$ cat config.mk
export PLATFORM = sky130hd
export DESIGN_NAME = instr_prefetch_buffer_flat
export DESIGN_NICKNAME = d
export VERILOG_FILES = /design/src/rtl/instr_prefetch_buffer_if.sv /design/src/rtl/instr_prefetch_buffer.sv /design/src/flat_wrapper.sv
export SDC_FILE = /design/constraint.sdc
export NUM_CORES = 1
export LEC_CHECK = 0
export CAP_MARGIN = 20
export CORE_MARGIN = 3
export CORE_UTILIZATION = 40
export CTS_CLUSTER_DIAMETER = 150
export DETAILED_ROUTE_END_ITERATION = 12
export GPL_TIMING_DRIVEN = 1
export HOLD_SLACK_MARGIN = 0.15
export PLACE_DENSITY = 0.59
export SLEW_MARGIN = 20
export SYNTH_ARGS = -nofsm -noshare
export SYNTH_HDL_FRONTEND = slang
export SYNTH_SLANG_ARGS = --single-unit
$ cat constraint.sdc
create_clock -name clk -period 4 [get_ports clk]
set_input_delay 1 -clock clk [delete_from_list [all_inputs] [get_ports clk]]
set_output_delay 1 -clock clk [all_outputs]
set_load 0.1 [all_outputs]
$ cat src/rtl/instr_prefetch_buffer_if.sv
// Bundles the instruction-memory handshake, the fetch-side valid/ready port and the
// execute-stage redirect for the prefetch buffer.
interface instr_prefetch_buffer_if;
    logic        i_redirect;
    logic [31:0] i_redirect_pc;
    logic        o_imem_req;
    logic [31:0] o_imem_addr;
    logic        i_imem_gnt;
    logic        i_imem_rvalid;
    logic [31:0] i_imem_rdata;
    logic        o_valid;
    logic [31:0] o_inst;
    logic [31:0] o_pc;
    logic [31:0] o_pc_inc;
    logic        i_ready;
    logic        o_proto_err;

    modport master (
        input  i_redirect, i_redirect_pc, i_imem_gnt, i_imem_rvalid, i_imem_rdata, i_ready,
        output o_imem_req, o_imem_addr, o_valid, o_inst, o_pc, o_pc_inc, o_proto_err
    );

    modport slave (
        output i_redirect, i_redirect_pc, i_imem_gnt, i_imem_rvalid, i_imem_rdata, i_ready,
        input  o_imem_req, o_imem_addr, o_valid, o_inst, o_pc, o_pc_inc, o_proto_err
    );
endinterface

$ cat src/rtl/instr_prefetch_buffer.sv
// In-order instruction prefetch buffer: credit-limited word fetches, a DEPTH-entry FIFO of
// {inst, pc}, and redirect flushing that drops responses still in flight.
module instr_prefetch_buffer #(
    parameter int unsigned DEPTH    = 4,
    parameter logic [31:0] RESET_PC = 32'h0000_0000
) (
    input logic                     clk,
    input logic                     reset,
    instr_prefetch_buffer_if.master bus
);
    localparam int unsigned PW = $clog2(DEPTH);
    localparam int unsigned CW = PW + 1;

    typedef logic [CW-1:0] cnt_t;
    typedef struct packed {
        logic [31:0] inst;
        logic [31:0] pc;
    } entry_t;

    entry_t        fifo_q [DEPTH];
    entry_t        head;
    logic [PW-1:0] wr_ptr_q, wr_ptr_d, rd_ptr_q, rd_ptr_d;
    cnt_t          count_q, count_d, outst_q, outst_d, drop_q, drop_d;
    logic [31:0]   req_pc_q, req_pc_d, resp_pc_q, resp_pc_d;
    logic          proto_err_q, proto_err_d;

    logic [CW:0]   credit_used;
    logic [CW:0]   drop_sum;
    cnt_t          outst_after_rsp;
    logic          req, accept, rsp_ok, spurious, push, pop;

    // Buffered plus outstanding fetches never exceed DEPTH, so a push always finds room.
    assign credit_used     = {1'b0, count_q} + {1'b0, outst_q};
    assign req             = !reset && !bus.i_redirect && (credit_used < (CW+1)'(DEPTH));
    assign accept          = req && bus.i_imem_gnt;
    assign rsp_ok          = bus.i_imem_rvalid && (outst_q != '0);
    assign spurious        = bus.i_imem_rvalid && (outst_q == '0);
    assign push            = rsp_ok && (drop_q == '0);
    assign pop             = (count_q != '0) && bus.i_ready;
    assign outst_after_rsp = outst_q - cnt_t'(rsp_ok);
    assign drop_sum        = {1'b0, drop_q} + {1'b0, outst_after_rsp};

    always_comb begin
        // NOTE: every next-state signal gets a default first, so no path leaves one
        // unassigned and no latch is inferred.
        req_pc_d    = req_pc_q;
        resp_pc_d   = resp_pc_q;
        wr_ptr_d    = wr_ptr_q;
        rd_ptr_d    = rd_ptr_q;
        count_d     = count_q;
        drop_d      = drop_q;
        outst_d     = outst_q + cnt_t'(accept) - cnt_t'(rsp_ok);
        proto_err_d = proto_err_q | spurious;

        if (bus.i_redirect) begin
            count_d   = '0;
            wr_ptr_d  = '0;
            rd_ptr_d  = '0;
            req_pc_d  = bus.i_redirect_pc;
            resp_pc_d = bus.i_redirect_pc;
            // Everything still in flight is stale; the drop count cannot exceed it.
            drop_d    = (drop_sum > {1'b0, outst_after_rsp}) ? outst_after_rsp
                                                              : drop_sum[CW-1:0];
        end else begin
            if (accept) begin
                req_pc_d = req_pc_q + 32'd4;
            end
            if (rsp_ok) begin
                if (drop_q != '0) begin
                    drop_d = drop_q - cnt_t'(1);
                end else begin
                    resp_pc_d = resp_pc_q + 32'd4;
                    wr_ptr_d  = wr_ptr_q + PW'(1);
                end
            end
            if (pop) begin
                rd_ptr_d = rd_ptr_q + PW'(1);
            end
            count_d = count_q + cnt_t'(push) - cnt_t'(pop);
        end
    end

    // NOTE: sequential state uses non-blocking assignments so every register samples
    // the pre-edge values regardless of process ordering.
    always_ff @(posedge clk or posedge reset) begin
        if (reset) begin
            req_pc_q    <= RESET_PC;
            resp_pc_q   <= RESET_PC;
            wr_ptr_q    <= '0;
            rd_ptr_q    <= '0;
            count_q     <= '0;
            outst_q     <= '0;
            drop_q      <= '0;
            proto_err_q <= 1'b0;
        end else begin
            req_pc_q    <= req_pc_d;
            resp_pc_q   <= resp_pc_d;
            wr_ptr_q    <= wr_ptr_d;
            rd_ptr_q    <= rd_ptr_d;
            count_q     <= count_d;
            outst_q     <= outst_d;
            drop_q      <= drop_d;
            proto_err_q <= proto_err_d;
        end
    end

    // NOTE: the storage array has no reset; count_q gates every read, so its contents
    // never matter until written.
    always_ff @(posedge clk) begin
        if (!bus.i_redirect && push) begin
            fifo_q[wr_ptr_q] <= '{inst: bus.i_imem_rdata, pc: resp_pc_q};
        end
    end

    assign head = fifo_q[rd_ptr_q];

    assign bus.o_imem_req  = req;
    assign bus.o_imem_addr = req_pc_q;
    assign bus.o_valid     = (count_q != '0);
    assign bus.o_inst      = bus.o_valid ? head.inst : '0;
    assign bus.o_pc        = bus.o_valid ? head.pc : '0;
    assign bus.o_pc_inc    = bus.o_valid ? head.pc + 32'd4 : '0;
    assign bus.o_proto_err = proto_err_q;
endmodule

$ cat src/flat_wrapper.sv
// flat-port wrapper written by rule: the top's interface ports become plain ports
module instr_prefetch_buffer_flat 
#(
    parameter int unsigned DEPTH    = 4,
    parameter logic [31:0] RESET_PC = 32'h0000_0000
)
  (clk, reset, bus_i_redirect, bus_i_redirect_pc, bus_i_imem_gnt, bus_i_imem_rvalid, bus_i_imem_rdata, bus_i_ready, bus_o_imem_req, bus_o_imem_addr, bus_o_valid, bus_o_inst, bus_o_pc, bus_o_pc_inc, bus_o_proto_err);
  instr_prefetch_buffer_if bus_i ();
  input logic clk;
  input logic reset;
  input wire logic [$bits(bus_i.i_redirect)-1:0] bus_i_redirect;
  input wire logic [$bits(bus_i.i_redirect_pc)-1:0] bus_i_redirect_pc;
  input wire logic [$bits(bus_i.i_imem_gnt)-1:0] bus_i_imem_gnt;
  input wire logic [$bits(bus_i.i_imem_rvalid)-1:0] bus_i_imem_rvalid;
  input wire logic [$bits(bus_i.i_imem_rdata)-1:0] bus_i_imem_rdata;
  input wire logic [$bits(bus_i.i_ready)-1:0] bus_i_ready;
  output wire logic [$bits(bus_i.o_imem_req)-1:0] bus_o_imem_req;
  output wire logic [$bits(bus_i.o_imem_addr)-1:0] bus_o_imem_addr;
  output wire logic [$bits(bus_i.o_valid)-1:0] bus_o_valid;
  output wire logic [$bits(bus_i.o_inst)-1:0] bus_o_inst;
  output wire logic [$bits(bus_i.o_pc)-1:0] bus_o_pc;
  output wire logic [$bits(bus_i.o_pc_inc)-1:0] bus_o_pc_inc;
  output wire logic [$bits(bus_i.o_proto_err)-1:0] bus_o_proto_err;
  assign bus_i.i_redirect = bus_i_redirect;
  assign bus_i.i_redirect_pc = bus_i_redirect_pc;
  assign bus_i.i_imem_gnt = bus_i_imem_gnt;
  assign bus_i.i_imem_rvalid = bus_i_imem_rvalid;
  assign bus_i.i_imem_rdata = bus_i_imem_rdata;
  assign bus_i.i_ready = bus_i_ready;
  assign bus_o_imem_req = bus_i.o_imem_req;
  assign bus_o_imem_addr = bus_i.o_imem_addr;
  assign bus_o_valid = bus_i.o_valid;
  assign bus_o_inst = bus_i.o_inst;
  assign bus_o_pc = bus_i.o_pc;
  assign bus_o_pc_inc = bus_i.o_pc_inc;
  assign bus_o_proto_err = bus_i.o_proto_err;
  instr_prefetch_buffer #(.DEPTH(DEPTH), .RESET_PC(RESET_PC)) u_core (.clk(clk), .reset(reset), .bus(bus_i));
endmodule
==> flow_summary.toml, run 1 <==
[synth]
synthXorXnorAreaFrac_pct = 3.625
yosys.area_share.simple_pct = 11.64
yosys_warnings = 0
synth_nets = 1113
syn_avg_cell_area_sq_um = 14.70
yosysUniqueCellTypes = 57
synth_top_family_by_area = "simple AND/OR/NAND/NOR gates"
synth-compound-area-share_pct = 4.619
synthAdderAreaFrac_pct = 2.155
ys_ff_latch = 334
ys_seq_area_share_pct = 64.36
syn_inst = 1019
synth_area_sq_um = 14980
async_reset_ff_share_pct = 23.35
synth.mux.area_fraction_pct = 10.66
synth_ff_type = "edfxtp_1"
synth_edf_count = 256

[sta]
relSlewSlack_pct = 34.16
setup_ws_ps = -39.39
worst_pin_slew_ps = 984.5
finClkSkew_ps = 14.91
hold_viol = 0
fmax_mhz = 247.6
finalSetupViolations = 3
finalCritPeriodShare_pct = 101.0
layout_min_cycle_time_ps = 4039
rsz0062_at_grt = "yes"
final_max_slew_viol_count = 0

[worst_setup_path]
critPathArrivalTime_ps = 3040
critical_path_class = "flip-flop to output port"
ff2ff_path_depth = 14
critPathMaxFanout = 6
cp-end-kind = "output port"
cp-start-kind = "flip-flop"
required_ps = 3000

[cells_and_area]
stdcell_count = 1764
final_cell_mix = "256 x edfxtp_1, 115 x buf_4, 101 x clkdlybuf4s50_1"
final_common_cell = "edfxtp_1"
syn2layout_area_growth_pct = 28.93
drive_above_1_share_pct = 25.00
nNetsFinal = 1363
antenna_cells = 0
num-fill-cells = 3085

[global_routing]
grt_pass1_vias = 9336
met3_usage_pct = 2.967
antenna_found_initial = 0
grt_util_met1_pct = 25.81
grt.met2_usage_pct = 27.31
grt_start_max_net_pins = 76
grt_pass1_wl_um = 53710
grtUsageTotal_pct = 17.36
grt_overflow = 0
gr-max-usage-layer = "met2"

[detailed_routing]
firstDrtPassIters = 8
routed_via_density = 5.261
routedWlPerCell_um = 19.78
wirelength_um = 34890
vias = 9280
drc = 0
drtAntennaViolNets = 0
drt_iter0_drc = 475

[placement]
place_congestion = 0.7935
hpwlAfterDp_um = 23100
dpl.cell_count = 1677
io_buffers = 200

[flow_run]
maxCapViolCount = 0

[floorplan]
num_io_pins = 201
dieArea_sq_um = 39800
start_util_pct = 40.72
rows = 70
die_height_um = 199.5
die_x_um = 199.5
coreArea_sq_um = 36790

[clock_tree]
root_buffer = "clkbuf_16"
cts.sinks = 334
cts_inserted_buffers = 38
cts_hold_buffers = 0
htreeDepth = 2
clk_latency_ps = 520
path_clk_slew_ps = 60
cts_tree = "built"
clockBufferDepth = 3

[hold_path]
holdCritPathClass = "flip-flop to flip-flop"
whs_path_depth = 1

[run_status]
status = "finished with violations"
violations = "setup timing"
==> flip-flops by register name (all words and copies together) (netlist names) <==
register,count
u_core.wr_ptr_q,2
u_core.outst_q,3
u_core.count_q,3
u_core.fifo_q,256
u_core.bus.o_proto_err,1
u_core.drop_q,3
u_core.bus.o_imem_addr,32
u_core.rd_ptr_q,2
u_core.resp_pc_q,32
==> synth_stat cells (4+ instances only) <==
| master | count | area [sq um] |
|---|---|---|
| a21oi_1 | 22 | 110.1 |
| a31oi_1 | 4 | 25.02 |
| and2_1 | 70 | 437.9 |
| and3_1 | 19 | 118.9 |
| and4_1 | 6 | 52.55 |
| and4_4 | 4 | 45.04 |
| buf_2 | 8 | 40.04 |
| buf_6 | 4 | 45.04 |
| clkbuf_1 | 24 | 90.09 |
| clkbuf_8 | 5 | 68.82 |
| dfrtp_1 | 78 | 1952 |
| edfxtp_1 | 256 | 7687 |
| ha_1 | 21 | 262.8 |
| inv_1 | 30 | 112.6 |
| mux2i_1 | 8 | 80.08 |
| mux4_1 | 17 | 446.7 |
| mux4_2 | 46 | 1036 |
| nand2_1 | 74 | 277.8 |
| nand3_1 | 37 | 185.2 |
| nand4_1 | 20 | 125.1 |
| nor2_1 | 57 | 214.0 |
| nor2b_1 | 7 | 43.79 |
| nor3_1 | 12 | 60.06 |
| nor4_1 | 4 | 25.02 |
| o211ai_1 | 9 | 67.56 |
| o21ai_0 | 56 | 280.3 |
| o311ai_0 | 8 | 70.07 |
| o311ai_1 | 6 | 52.55 |
| or3_1 | 7 | 43.79 |
| xnor2_1 | 38 | 332.8 |
| xor2_1 | 24 | 210.2 |
==> cell families after synthesis <==
family | count (synthesis)
AO/OA/AOI/OAI | 115
multiplexers | 74
flip-flops | 334
AND/OR/NAND/NOR | 330
buffers and inverters | 80
XOR/XNOR | 62
adder cells (fa/ha/maj) | 24
==> what timing repair did <==
| action | CTS | global route |
|---|---|---|
| cloned | 0 | 2 |
| gates resized for setup | 14 | 18 |
| endpoints found under the setup margin | 15 | 22 |
| pin swaps | 5 | 13 |
| buffers inserted | 4 | 14 |
==> metal layers <==
metal | vias up | wire length, um | share of wire, %
met1 | 4635 | 16340 | 47
met4 | 0 | 478 | 1.4
li1 | 4345 | - | -
met5 | - | 0 | 0
met2 | 267 | 16080 | 46
met3 | 33 | 1996 | 5.7
==> stage by stage <==
step	instance area, sq um	hold slack [ps]	util (%)	worst slack (ps)	setup TNS, ps
after floorplan	15090	476.0	-	-191.1	-191.1
after global routing	19310	504.6	52.50	-124.3	-901.2
final	19310	469.7	52.50	-39.39	-76.43
after CTS	19100	474.3	51.92	-86.04	-498.7
after detailed placement	17890	459.6	48.63	-4.388	-4.388
after global placement	17890	458.0	48.63	-8.703	-16.83
==> path summary, 6_finish.rpt <==
kind / from / to / slack [ps]
max: u_core.rd_ptr_q[0] / bus_o_pc_inc[29] / -40
min: u_core.bus.o_proto_err / u_core.bus.o_proto_err / 470
max reg2reg: u_core.outst_q[2] / u_core.drop_q[1] / 590
min reg2reg: u_core.bus.o_proto_err / u_core.bus.o_proto_err / 470
max in group asynchronous: reset / u_core.resp_pc_q[23] / 2090
min in group asynchronous: reset / u_core.bus.o_proto_err / 910
==> worst max-delay path, cell delays in order (launching register included) <==
cell	delay [ps]
dfrtp_4	540
clkbuf_16	190
mux4_2	360
and4_4	260
and4_4	280
nand4_4	130
or3_1	380
a21oi_2	180
buf_12	190
==> final cells by class <==
class | count | area [sq um] | area share [%]
sequential | 334 | 9644 | 49.94
inverter | 31 | 116.4 | 0.6026
clock inverter | 16 | 130.1 | 0.6738
timing repair buffer | 259 | 2721 | 14.09
tap | 468 | 585.6 | 3.032
multi-input combinational | 605 | 5092 | 26.37
clock buffer | 51 | 1021 | 5.287
Power of run 1 is left out: the tool's default activity adds up to more than one toggle a clock period on the data nets, which glitch-free logic cannot reach.
==> inputs of run 2 (changes only) <==
--- a/config.mk
+++ b/config.mk
@@ -11,7 +11,7 @@
 export CTS_CLUSTER_DIAMETER = 150
 export DETAILED_ROUTE_END_ITERATION = 12
 export GPL_TIMING_DRIVEN = 1
-export HOLD_SLACK_MARGIN = 0.15
+export HOLD_SLACK_MARGIN = 0.08
 export PLACE_DENSITY = 0.59
 export SLEW_MARGIN = 20
 export SYNTH_ARGS = -nofsm -noshare
==> results of run 2 <==
Final layout, timing and power as in run 1 (identical DEF).
Power of run 2 is left out for the same reason.
